$ cat src/rtl/if_id_stage.sv
// ---------------------------------------------------------------------------
// if_id_stage
//
// Skid/queue buffer between instruction fetch and decode. Holds up to DEPTH
// fetched entries {pc, instr, misaligned} in a small circular buffer and
// presents the oldest one to decode. A flush (taken branch) empties the
// buffer and drops whatever fetch is presenting in that cycle.
//
// Parameters
//   DEPTH      entries buffered (2 or 4; pointer wrap relies on a power of 2)
//   NOP_INSTR  instruction word shown to decode while the buffer is empty
//
// Ports
//   clk            single clock, rising edge
//   reset          asynchronous, active-high; empties the buffer at once
//   if_valid       fetch presents an instruction
//   if_pc          fetch address
//   if_instr       fetched instruction word
//   if_ready       buffer has room (from registered occupancy only)
//   flush          discard buffered and incoming entries
//   id_ready       decode consumes the head entry
//   id_valid       head entry is valid
//   id_pc          head entry pc (0 when empty)
//   id_instr       head entry instruction (NOP_INSTR when empty)
//   id_pc_plus4    id_pc + 4, wrapping modulo 2^32
//   id_misaligned  head entry was fetched from a non word-aligned pc
// ---------------------------------------------------------------------------
module if_id_stage #(
  parameter int          DEPTH     = 2,
  parameter logic [31:0] NOP_INSTR = 32'h0000_0013
) (
  input  logic        clk,
  input  logic        reset,
  input  logic        if_valid,
  input  logic [31:0] if_pc,
  input  logic [31:0] if_instr,
  output logic        if_ready,
  input  logic        flush,
  input  logic        id_ready,
  output logic        id_valid,
  output logic [31:0] id_pc,
  output logic [31:0] id_instr,
  output logic [31:0] id_pc_plus4,
  output logic        id_misaligned
);

  localparam int PW = $clog2(DEPTH);
  localparam int CW = $clog2(DEPTH + 1);

  typedef struct packed {
    logic [31:0] pc;
    logic [31:0] instr;
    logic        misaligned;
  } entry_t;

  entry_t          mem_q [DEPTH];
  entry_t          mem_d [DEPTH];
  logic [PW-1:0]   wr_ptr_q, wr_ptr_d;
  logic [PW-1:0]   rd_ptr_q, rd_ptr_d;
  logic [CW-1:0]   count_q,  count_d;

  logic            push;
  logic            pop;
  entry_t          wr_entry;
  entry_t          head;

  // Room and validity come only from the registered count, so neither
  // id_ready nor flush can reach if_ready combinationally.
  assign if_ready = (count_q < CW'(DEPTH));
  assign id_valid = (count_q != '0);

  assign push = if_valid && if_ready && !flush;
  assign pop  = id_valid && id_ready && !flush;

  always_comb begin
    wr_entry            = '0;
    wr_entry.pc         = if_pc;
    wr_entry.instr      = if_instr;
    wr_entry.misaligned = (if_pc[1:0] != 2'b00);
  end

  always_comb begin
    wr_ptr_d = wr_ptr_q;
    rd_ptr_d = rd_ptr_q;
    count_d  = count_q;

    if (flush) begin
      // Emptying by aligning the read pointer to the write pointer keeps the
      // next push landing where the pointer already is.
      count_d  = '0;
      rd_ptr_d = wr_ptr_q;
    end else begin
      // DEPTH is a power of two, so natural pointer overflow is modulo DEPTH.
      if (push) wr_ptr_d = wr_ptr_q + PW'(1);
      if (pop)  rd_ptr_d = rd_ptr_q + PW'(1);
      unique case ({push, pop})
        2'b10:   count_d = count_q + CW'(1);
        2'b01:   count_d = count_q - CW'(1);
        default: count_d = count_q;
      endcase
    end
  end

  always_comb begin
    for (int i = 0; i < DEPTH; i++) begin
      mem_d[i] = mem_q[i];
    end
    if (push) begin
      mem_d[wr_ptr_q] = wr_entry;
    end
  end

  always_ff @(posedge clk or posedge reset) begin
    if (reset) begin
      wr_ptr_q <= '0;
      rd_ptr_q <= '0;
      count_q  <= '0;
    end else begin
      wr_ptr_q <= wr_ptr_d;
      rd_ptr_q <= rd_ptr_d;
      count_q  <= count_d;
    end
  end

  // Storage is deliberately left uncleared; every output is gated by count.
  always_ff @(posedge clk) begin
    for (int i = 0; i < DEPTH; i++) begin
      mem_q[i] <= mem_d[i];
    end
  end

  assign head = mem_q[rd_ptr_q];

  always_comb begin
    id_pc         = 32'h0000_0000;
    id_instr      = NOP_INSTR;
    id_misaligned = 1'b0;
    if (id_valid) begin
      id_pc         = head.pc;
      id_instr      = head.instr;
      id_misaligned = head.misaligned;
    end
  end

  assign id_pc_plus4 = id_pc + 32'd4;

endmodule
$ cat config.mk
export PLATFORM = sky130hd
export DESIGN_NAME = if_id_stage
export DESIGN_NICKNAME = d
export VERILOG_FILES = /design/src/rtl/if_id_stage.sv
export SDC_FILE = /design/constraint.sdc
export NUM_CORES = 1
export LEC_CHECK = 0
export CAP_MARGIN = 20
export CORE_MARGIN = 3
export CORE_UTILIZATION = 35
export DETAILED_ROUTE_END_ITERATION = 16
export PLACE_DENSITY = 0.59
export SLEW_MARGIN = 30
export SYNTH_ARGS = -nofsm -noshare
export SYNTH_HDL_FRONTEND = slang
export SYNTH_SLANG_ARGS = --single-unit
export TNS_END_PERCENT = 20
$ cat constraint.sdc
create_clock -name clk -period 7.9 [get_ports clk]
set_input_delay 0.79 -clock clk [delete_from_list [all_inputs] [get_ports clk]]
set_output_delay 0.79 -clock clk [all_outputs]
set_load 0.03 [all_outputs]
==> summary.md, run 1 <==
| Metric | Value |
|---|---|
| Outcome | finished, final reports clean |
| Largest net degree at the start of global routing | 72 |
| Storage cell area | 4010 sq um |
| Sw Ratio | 30.6% |
| Post-synth top flop | edfxtp_1 |
| Cell count after placement | 791 |
| Internal | 1.68 mW |
| Initial Utilization | 35.9% |
| Fin util | 51.0% |
| Routability Congestion | 0.829 |
| Compound-gate portion of the synthesized area | 3.66% |
| Fin. Hold Viols | 0 |
| Cell taking the most area after synthesis | edfxtp_1 |
| CTS tree | done |
| Fmax | 0.195 GHz |
| Critical path capture point type | output pin |
| Skew-Pair Late Insertion Delay | 0.41 ns |
| Setup TNS | 0 ns |
| Part of the power in registers | 39.1% |
| Most frequent cell after synthesis | edfxtp_1 |
| CP Launch Type | flop |
| Hold buffer count at cts | 0 |
| Async set-reset flop share out of synthesis | 2.99% |
| Setup Fix Bufs, Post-CTS | 0 |
| DR iter-0 viols | 197 |
| Ant. Diodes | 0 |
| LEAKAGE | 2.99 nW |
| Clk pwr share | 33.2% |
| Area Overhead vs Synth | 41.8% |
| RSZ-0062 raised after global routing | false |
| Synthesized area per cell | 14.2 sq um |
| # rows | 47 |
| Post-synthesis cell type count | 45 |
| Warnings from Yosys | 0 |
| Fraction of final layout cells sized beyond drive strength 1 | 8.96% |
| Combinational power share | 27.7% |
| Post-Synth Simple-Gate Area | 11.5% |
| Chip Width | 137 um |
| Cells after Synth | 420 |
| Post-Layout Cell Count | 823 |
| Hold Crit Class | flop to flop |
| Adder-Cell Fraction of Synth Area | 0.209% |
| Clock Pin Slew Worst Setup and Hold Paths | 0.06 ns |
| Max FO, Critical Path | 56 |
| Crit path arrival time | 4.33 ns |
| Detail Placement HPWL | 9.99 mm |
| CTS Sinks | 134 |
| Initial antenna violation count | 3 |
| Main area contributors after synthesis | edfxtp_1 (65%), mux2i_1 (11%), nor2_1 (4.1%) |
| Die ar. | 18700 sq um |
| Mux contribution to synthesized area | 10.7% |
| Max rail drop VDD | 0.141 mV |
| # nets final | 661 |
| Worst-Margin Slew | 0.897 ns |
| Crit share post-route | 64.8% |
| Synth Area in XOR/XNOR | 4.39% |
| Core area | 16600 sq um |
| Fill cells | 1404 |
| Main combinational cell family by area after synthesis | simple AND/OR/NAND/NOR gates |
| Residual DRC count | 0 |
| Port Buffers | 167 |
| Hold path cells | 1 |
| Period minus WS final | 5.12 ns |
| Slew headroom | 40.2% |
| Max-slew violations | 0 |
| R2R depth | 6 |
| 1st-pass router iterations | 4 |
| Vias in the first global route | 4105 |
| Num CTS Buffers | 17 |
| Synthesized cell area | 5980 sq um |
| Yosys reg bits | 134 |
| Endpoints failing setup | 0 |
| Overall routed net length | 14.5 mm |
| Share of the yosys chip area belonging to registers | 67.0% |
| Crit Path Class | flop to output pin |
| Detail-routed via count per cell | 4.76 |
| Synth top cells by count | edfxtp_1 (130), nor2_1 (65), mux2i_1 (63), nand2_1 (24), xor2_1 (22) |
| Die Height | 137 um |
| PostCTS Resize Cnt | 0 |
| Power Density | 285 nW/um^2 |
| Clock Skew | 0.00542 ns |
| Number of synthesized flops with an enable pin | 130 |
| Grt ovf | 0 |
| # IOs | 168 |
| Area of the multi-input gates | 1840 sq um |
| Total GRT Usage | 15.7% |
| Post-DRT Antenna Nets | 0 |
| Max Cap Violations | 0 |
| Routed len/inst | 17.6 um |
| Clock root buffer | clkbuf_16 |
| First-pass GRT wire length | 22.1 mm |
| Syn_nets | 490 |
| Clock Path Buffers | 2 |
| Via count | 3916 |
| Psw | 740 uW |
| Top cell type's share of synthesized area | 65.3% |
| Worst Path Required | 7.11 ns |
| # H-tree levels | 4 |
[path summary, 6_finish.rpt]
check | slack [ns] | endpoint | from
worst min-delay path | 0.54 | wr_ptr_q | wr_ptr_q
worst min register to register | 0.54 | wr_ptr_q | wr_ptr_q
max in group asynchronous | 7.13 | rd_ptr_q | reset
worst max-delay path | 2.78 | id_pc_plus4[26] | rd_ptr_q
min in group asynchronous | 0.60 | count_q[0] | reset
worst max register to register | 5.60 | rd_ptr_q | count_q[0]
[sequential cells by signal (all words and copies together), names as in the netlist]
signal / count
rd_ptr_q: 1
mem_q: 130
count_q: 2
wr_ptr_q: 1
[power groups by stage]
| stage | combinational, mW | clock, mW | sequential, mW |
|---|---|---|---|
| floorplan | 0.477 | 0 | 0.910 |
| global placement | 0.668 | 0 | 0.957 |
| detailed placement | 0.670 | 0 | 0.961 |
| CTS | 0.674 | 0.820 | 0.947 |
| global route | 0.712 | 0.852 | 0.955 |
| finish | 0.669 | 0.803 | 0.944 |
[final cells by class]
type	instances	share of cell area, %
flip-flops and latches	134	47.3
clock buffers	17	5.02
inverters	9	0.398
multi-input cells	258	21.7
repair buffers	171	20.2
well taps	220	3.25
clock inverters	14	2.18
[cells in the final DEF (no fill, tap or decap), types with 2 or more instances in the layout]
master	instances
bufinv_16	4
o22ai_1	3
xor2_1	22
nor4_1	4
a21oi_1	4
dfrtp_1	3
clkinvlp_4	5
nand4_1	2
buf_4	3
nand2b_1	2
nand3b_1	3
nor2_1	65
inv_1	9
edfxtp_1	130
nor3_1	6
o21ai_1	3
o21ai_0	6
a211oi_4	2
clkinv_2	3
clkbuf_16	17
nand2_1	24
mux2i_1	63
nor4_2	4
nand3_1	15
clkdlybuf4s50_1	167
xnor2_1	8
[worst max-delay path: stages (launching register included)]
cell and delay, ns:
dfrtp_4 0.96, buf_4 0.56, mux2i_1 0.22, nor4b_4 0.46
nand4_2 0.33, nor3_1 0.46, xor2_1 0.17, clkdlybuf4s50_1 0.68
[per-stage QoR]
step	power (mW)	hold WS (ns)	instance area, sq um	setup WS, ns
after CTS	2.44	0.549	8460	2.69
after floorplan	1.39	0.476	5980	2.03
after global routing	2.52	0.582	8480	2.54
after global placement	1.62	0.516	7850	3.27
after detailed placement	1.63	0.535	7850	3.15
final	2.42	0.544	8480	2.78
[per-layer routing]
| metal | wire length [um] | vias up | track usage, % |
|---|---|---|---|
| met5 | 31 | - | 0 |
| li1 | - | 1895 | - |
| met3 | 1220 | 20 | 5.66 |
| met1 | 6310 | 1843 | 20.0 |
| met4 | 144 | 6 | 5.38 |
| met2 | 6760 | 152 | 24.7 |
[logic make-up after synthesis]
group                      count (synthesis)
and+or+nand+nor                          138
DFF                                      134
muxes                                     64
xor gates and xnor gates                  30
buffers and inverters                     28
AOI/OAI and AO/OA                         25
adders and majority gates                  1
Power figures use the tool's default switching activity.
==> inputs of run 2 (changes only) <==
Settings changed: PLACE_DENSITY 0.59 to 0.61.
Clock period 7.9 ns to 4.6 ns, I/O delays scaled along.
==> run 2 against run 1 <==
Effect of this change:
- global-route usage increased by 0.31 points
- count of clock-buffer cells in the layout increased by 6
- critical endpoint is now id_pc_plus4[16]
- register-to-register slack got worse by 3.1 ns
==> summary.md, run 2 (synthesis results as in run 1) <==
| Metric | Value |
|---|---|
| Outcome | finished, final reports clean (unchanged) |
| Largest net degree at the start of global routing | 66 (was 72) |
| Setup Fix Bufs, Post-CTS | 0 (unchanged) |
| Worst-Margin Slew | 0.929 ns (was 0.897 ns) |
| Largest register FFs | 130 (unchanged) |
| Routed len/inst | 17.6 um (about the same) |
| CP Launch Type | flop (unchanged) |
| Vias in the first global route | 4197 (was 4105) |
| Reg-to-reg slack, setup | 2.47 ns (was 5.60 ns) |
| Core area | 16600 sq um (unchanged) |
| Overall routed net length | 14.5 mm (about the same) |
| Crit Path Class | flop to output pin (unchanged) |
| Worst Setup SP | rd_ptr_q (unchanged) |
| # IOs | 168 (unchanged) |
| RSZ-0062 raised after global routing | false (unchanged) |
| Biggest regs | mem_q: 130 flops, count_q: 2 flops (unchanged) |
| Clock Path Buffers | 2 (unchanged) |
| Period minus WS final | 4.13 ns |
| Clock Pin Slew Worst Setup and Hold Paths | 0.06 ns (about the same) |
| Max Cap Violations | 0 (unchanged) |
| Crit path arrival time | 3.67 ns (was 4.33 ns) |
| Power Density | 482 nW/um^2 (was 285 nW/um^2) |
| # rows | 47 (unchanged) |
| LEAKAGE | 2.99 nW (about the same) |
| CTS Sinks | 134 (unchanged) |
| Routability Congestion | 0.892 (was 0.829) |
| Commonest non-fill, non-tap cell in the layout | clkdlybuf4s50_1 (unchanged) |
| Die ar. | 18700 sq um (unchanged) |
| Hold Crit Class | primary input to asynchronous set/reset pin (was flop to flop) |
| 1st-pass router iterations | 4 (unchanged) |
| Skew-Pair Late Insertion Delay | 0.40 ns (was 0.41 ns) |
| Most frequent cells in the layout | clkdlybuf4s50_1 (167), edfxtp_1 (130), nor2_1 (65), mux2i_1 (63), nand2_1 (24) (unchanged) |
| Max rail drop VDD | 0.303 mV (was 0.141 mV) |
| Endpoints failing setup | 0 (unchanged) |
| Clock root buffer | clkbuf_16 (unchanged) |
| Grt ovf | 0 (unchanged) |
| CTS tree | done (unchanged) |
| R2R depth | 4 (was 6) |
| DR iter-0 viols | 156 (was 197) |
| Hold buffer count at cts | 0 (unchanged) |
| Fill cells | 1412 (was 1404) |
| Chip Width | 137 um (unchanged) |
| Fraction of final layout cells sized beyond drive strength 1 | 9.23% (was 8.96%) |
| PostCTS Resize Cnt | 0 (unchanged) |
| Residual DRC count | 0 (unchanged) |
| Area Overhead vs Synth | 41.6% (was 41.8%) |
| Die Height | 137 um (unchanged) |
| Worst Path Required | 4.14 ns (was 7.11 ns) |
| Ant. Diodes | 0 (unchanged) |
| Max FO, Critical Path | 25 (was 56) |
| Setup TNS | 0 ns (unchanged) |
| Total GRT Usage | 16.0% (was 15.7%) |
| Fin util | 50.9% (was 51.0%) |
| Detail-routed via count per cell | 4.84 (was 4.76) |
| Total Power | 4.08 mW (was 2.42 mW) |
| # nets final | 664 (was 661) |
| First-pass GRT wire length | 22.5 mm (was 22.1 mm) |
| Final setup margin | 0.473 ns (was 2.78 ns) |
| Post-DRT Antenna Nets | 0 (unchanged) |
| Reg2reg start | count_q[1] (was count_q[0]) |
| Max-slew violations | 0 (unchanged) |
| Num CTS Buffers | 17 (unchanged) |
| Crit share post-route | 89.7% |
| Port Buffers | 167 (unchanged) |
| Largest Register | mem_q (unchanged) |
| Place WS | 0.871 ns (was 3.15 ns) |
| Worst R2R End | mem_q[1][43] (was rd_ptr_q) |
| Fmax | 0.242 GHz |
| Initial Utilization | 35.9% (unchanged) |
| # H-tree levels | 4 (unchanged) |
| Via count | 4001 (was 3916) |
| Initial antenna violation count | 4 (was 3) |
| Clock Skew | 0.00751 ns (was 0.00542 ns) |
| Detail Placement HPWL | 10.5 mm (was 9.99 mm) |
| Fin. Hold Viols | 0 (unchanged) |
| Critical path capture point type | output pin (unchanged) |
| Slew headroom | 38.1% (was 40.2%) |
[run 2: how the worst max path moves through the flow]
| stage | slack, ns | to | cells after the start |
|---|---|---|---|
| after global placement | 0.91 | id_pc_plus4[16] | 7 |
| final | 0.47 | id_pc_plus4[16] | 7 |
| after CTS | 0.41 | id_pc_plus4[16] | 7 |
| after floorplan | 0.77 | mem_q[0][0] | 3 |
| after detailed placement | 0.87 | id_pc_plus4[16] | 7 |
| after global routing | 0.25 | id_pc_plus4[16] | 7 |
[run 2: layer usage]
layer  track usage [%]  share of wire [%]
met1              20.3                 44
met2              25.3                 46
met3              6.18                8.3
met4              4.82                1.4
met5                 0               0.32
[run 2: layout make-up]
type	instances	area, sq um	share of cell area [%]
clock inverter	9	103	1.21
inverter	9	33.8	0.399
multi-input combinational	258	1840	21.8
clock buffer	23	478	5.65
sequential	134	4010	47.3
tap	220	275	3.25
timing repair buffer	174	1720	20.4
[run 2: worst max-delay path, stage by stage, from the launching register on]
cell and delay, ns:
dfrtp_4 0.53, buf_4 0.43, mux2i_1 0.22, nor4b_4 0.40
nand4_2 0.37, nor4_1 0.42, xor2_1 0.18, clkdlybuf4s50_1 0.69
[run 2: power by group]
group | leakage [nW] | internal [mW] | switching (mW)
Combinational | 1.47 | 0.493 | 0.733
Sequential | 1.24 | 1.49 | 0.0618
Clock | 0.279 | 0.836 | 0.464
Total | 2.99 | 2.82 | 1.26
[run 2: per-stage QoR]
step | instances | area, sq um | hold WS [ns]
detailed placement | 795 | 7890 | 0.565
floorplan | 420 | 5980 | 0.226
finish | 827 | 8470 | 0.270
global route | 827 | 8470 | 0.252
global placement | 795 | 7890 | 0.552
CTS | 827 | 8470 | 0.245
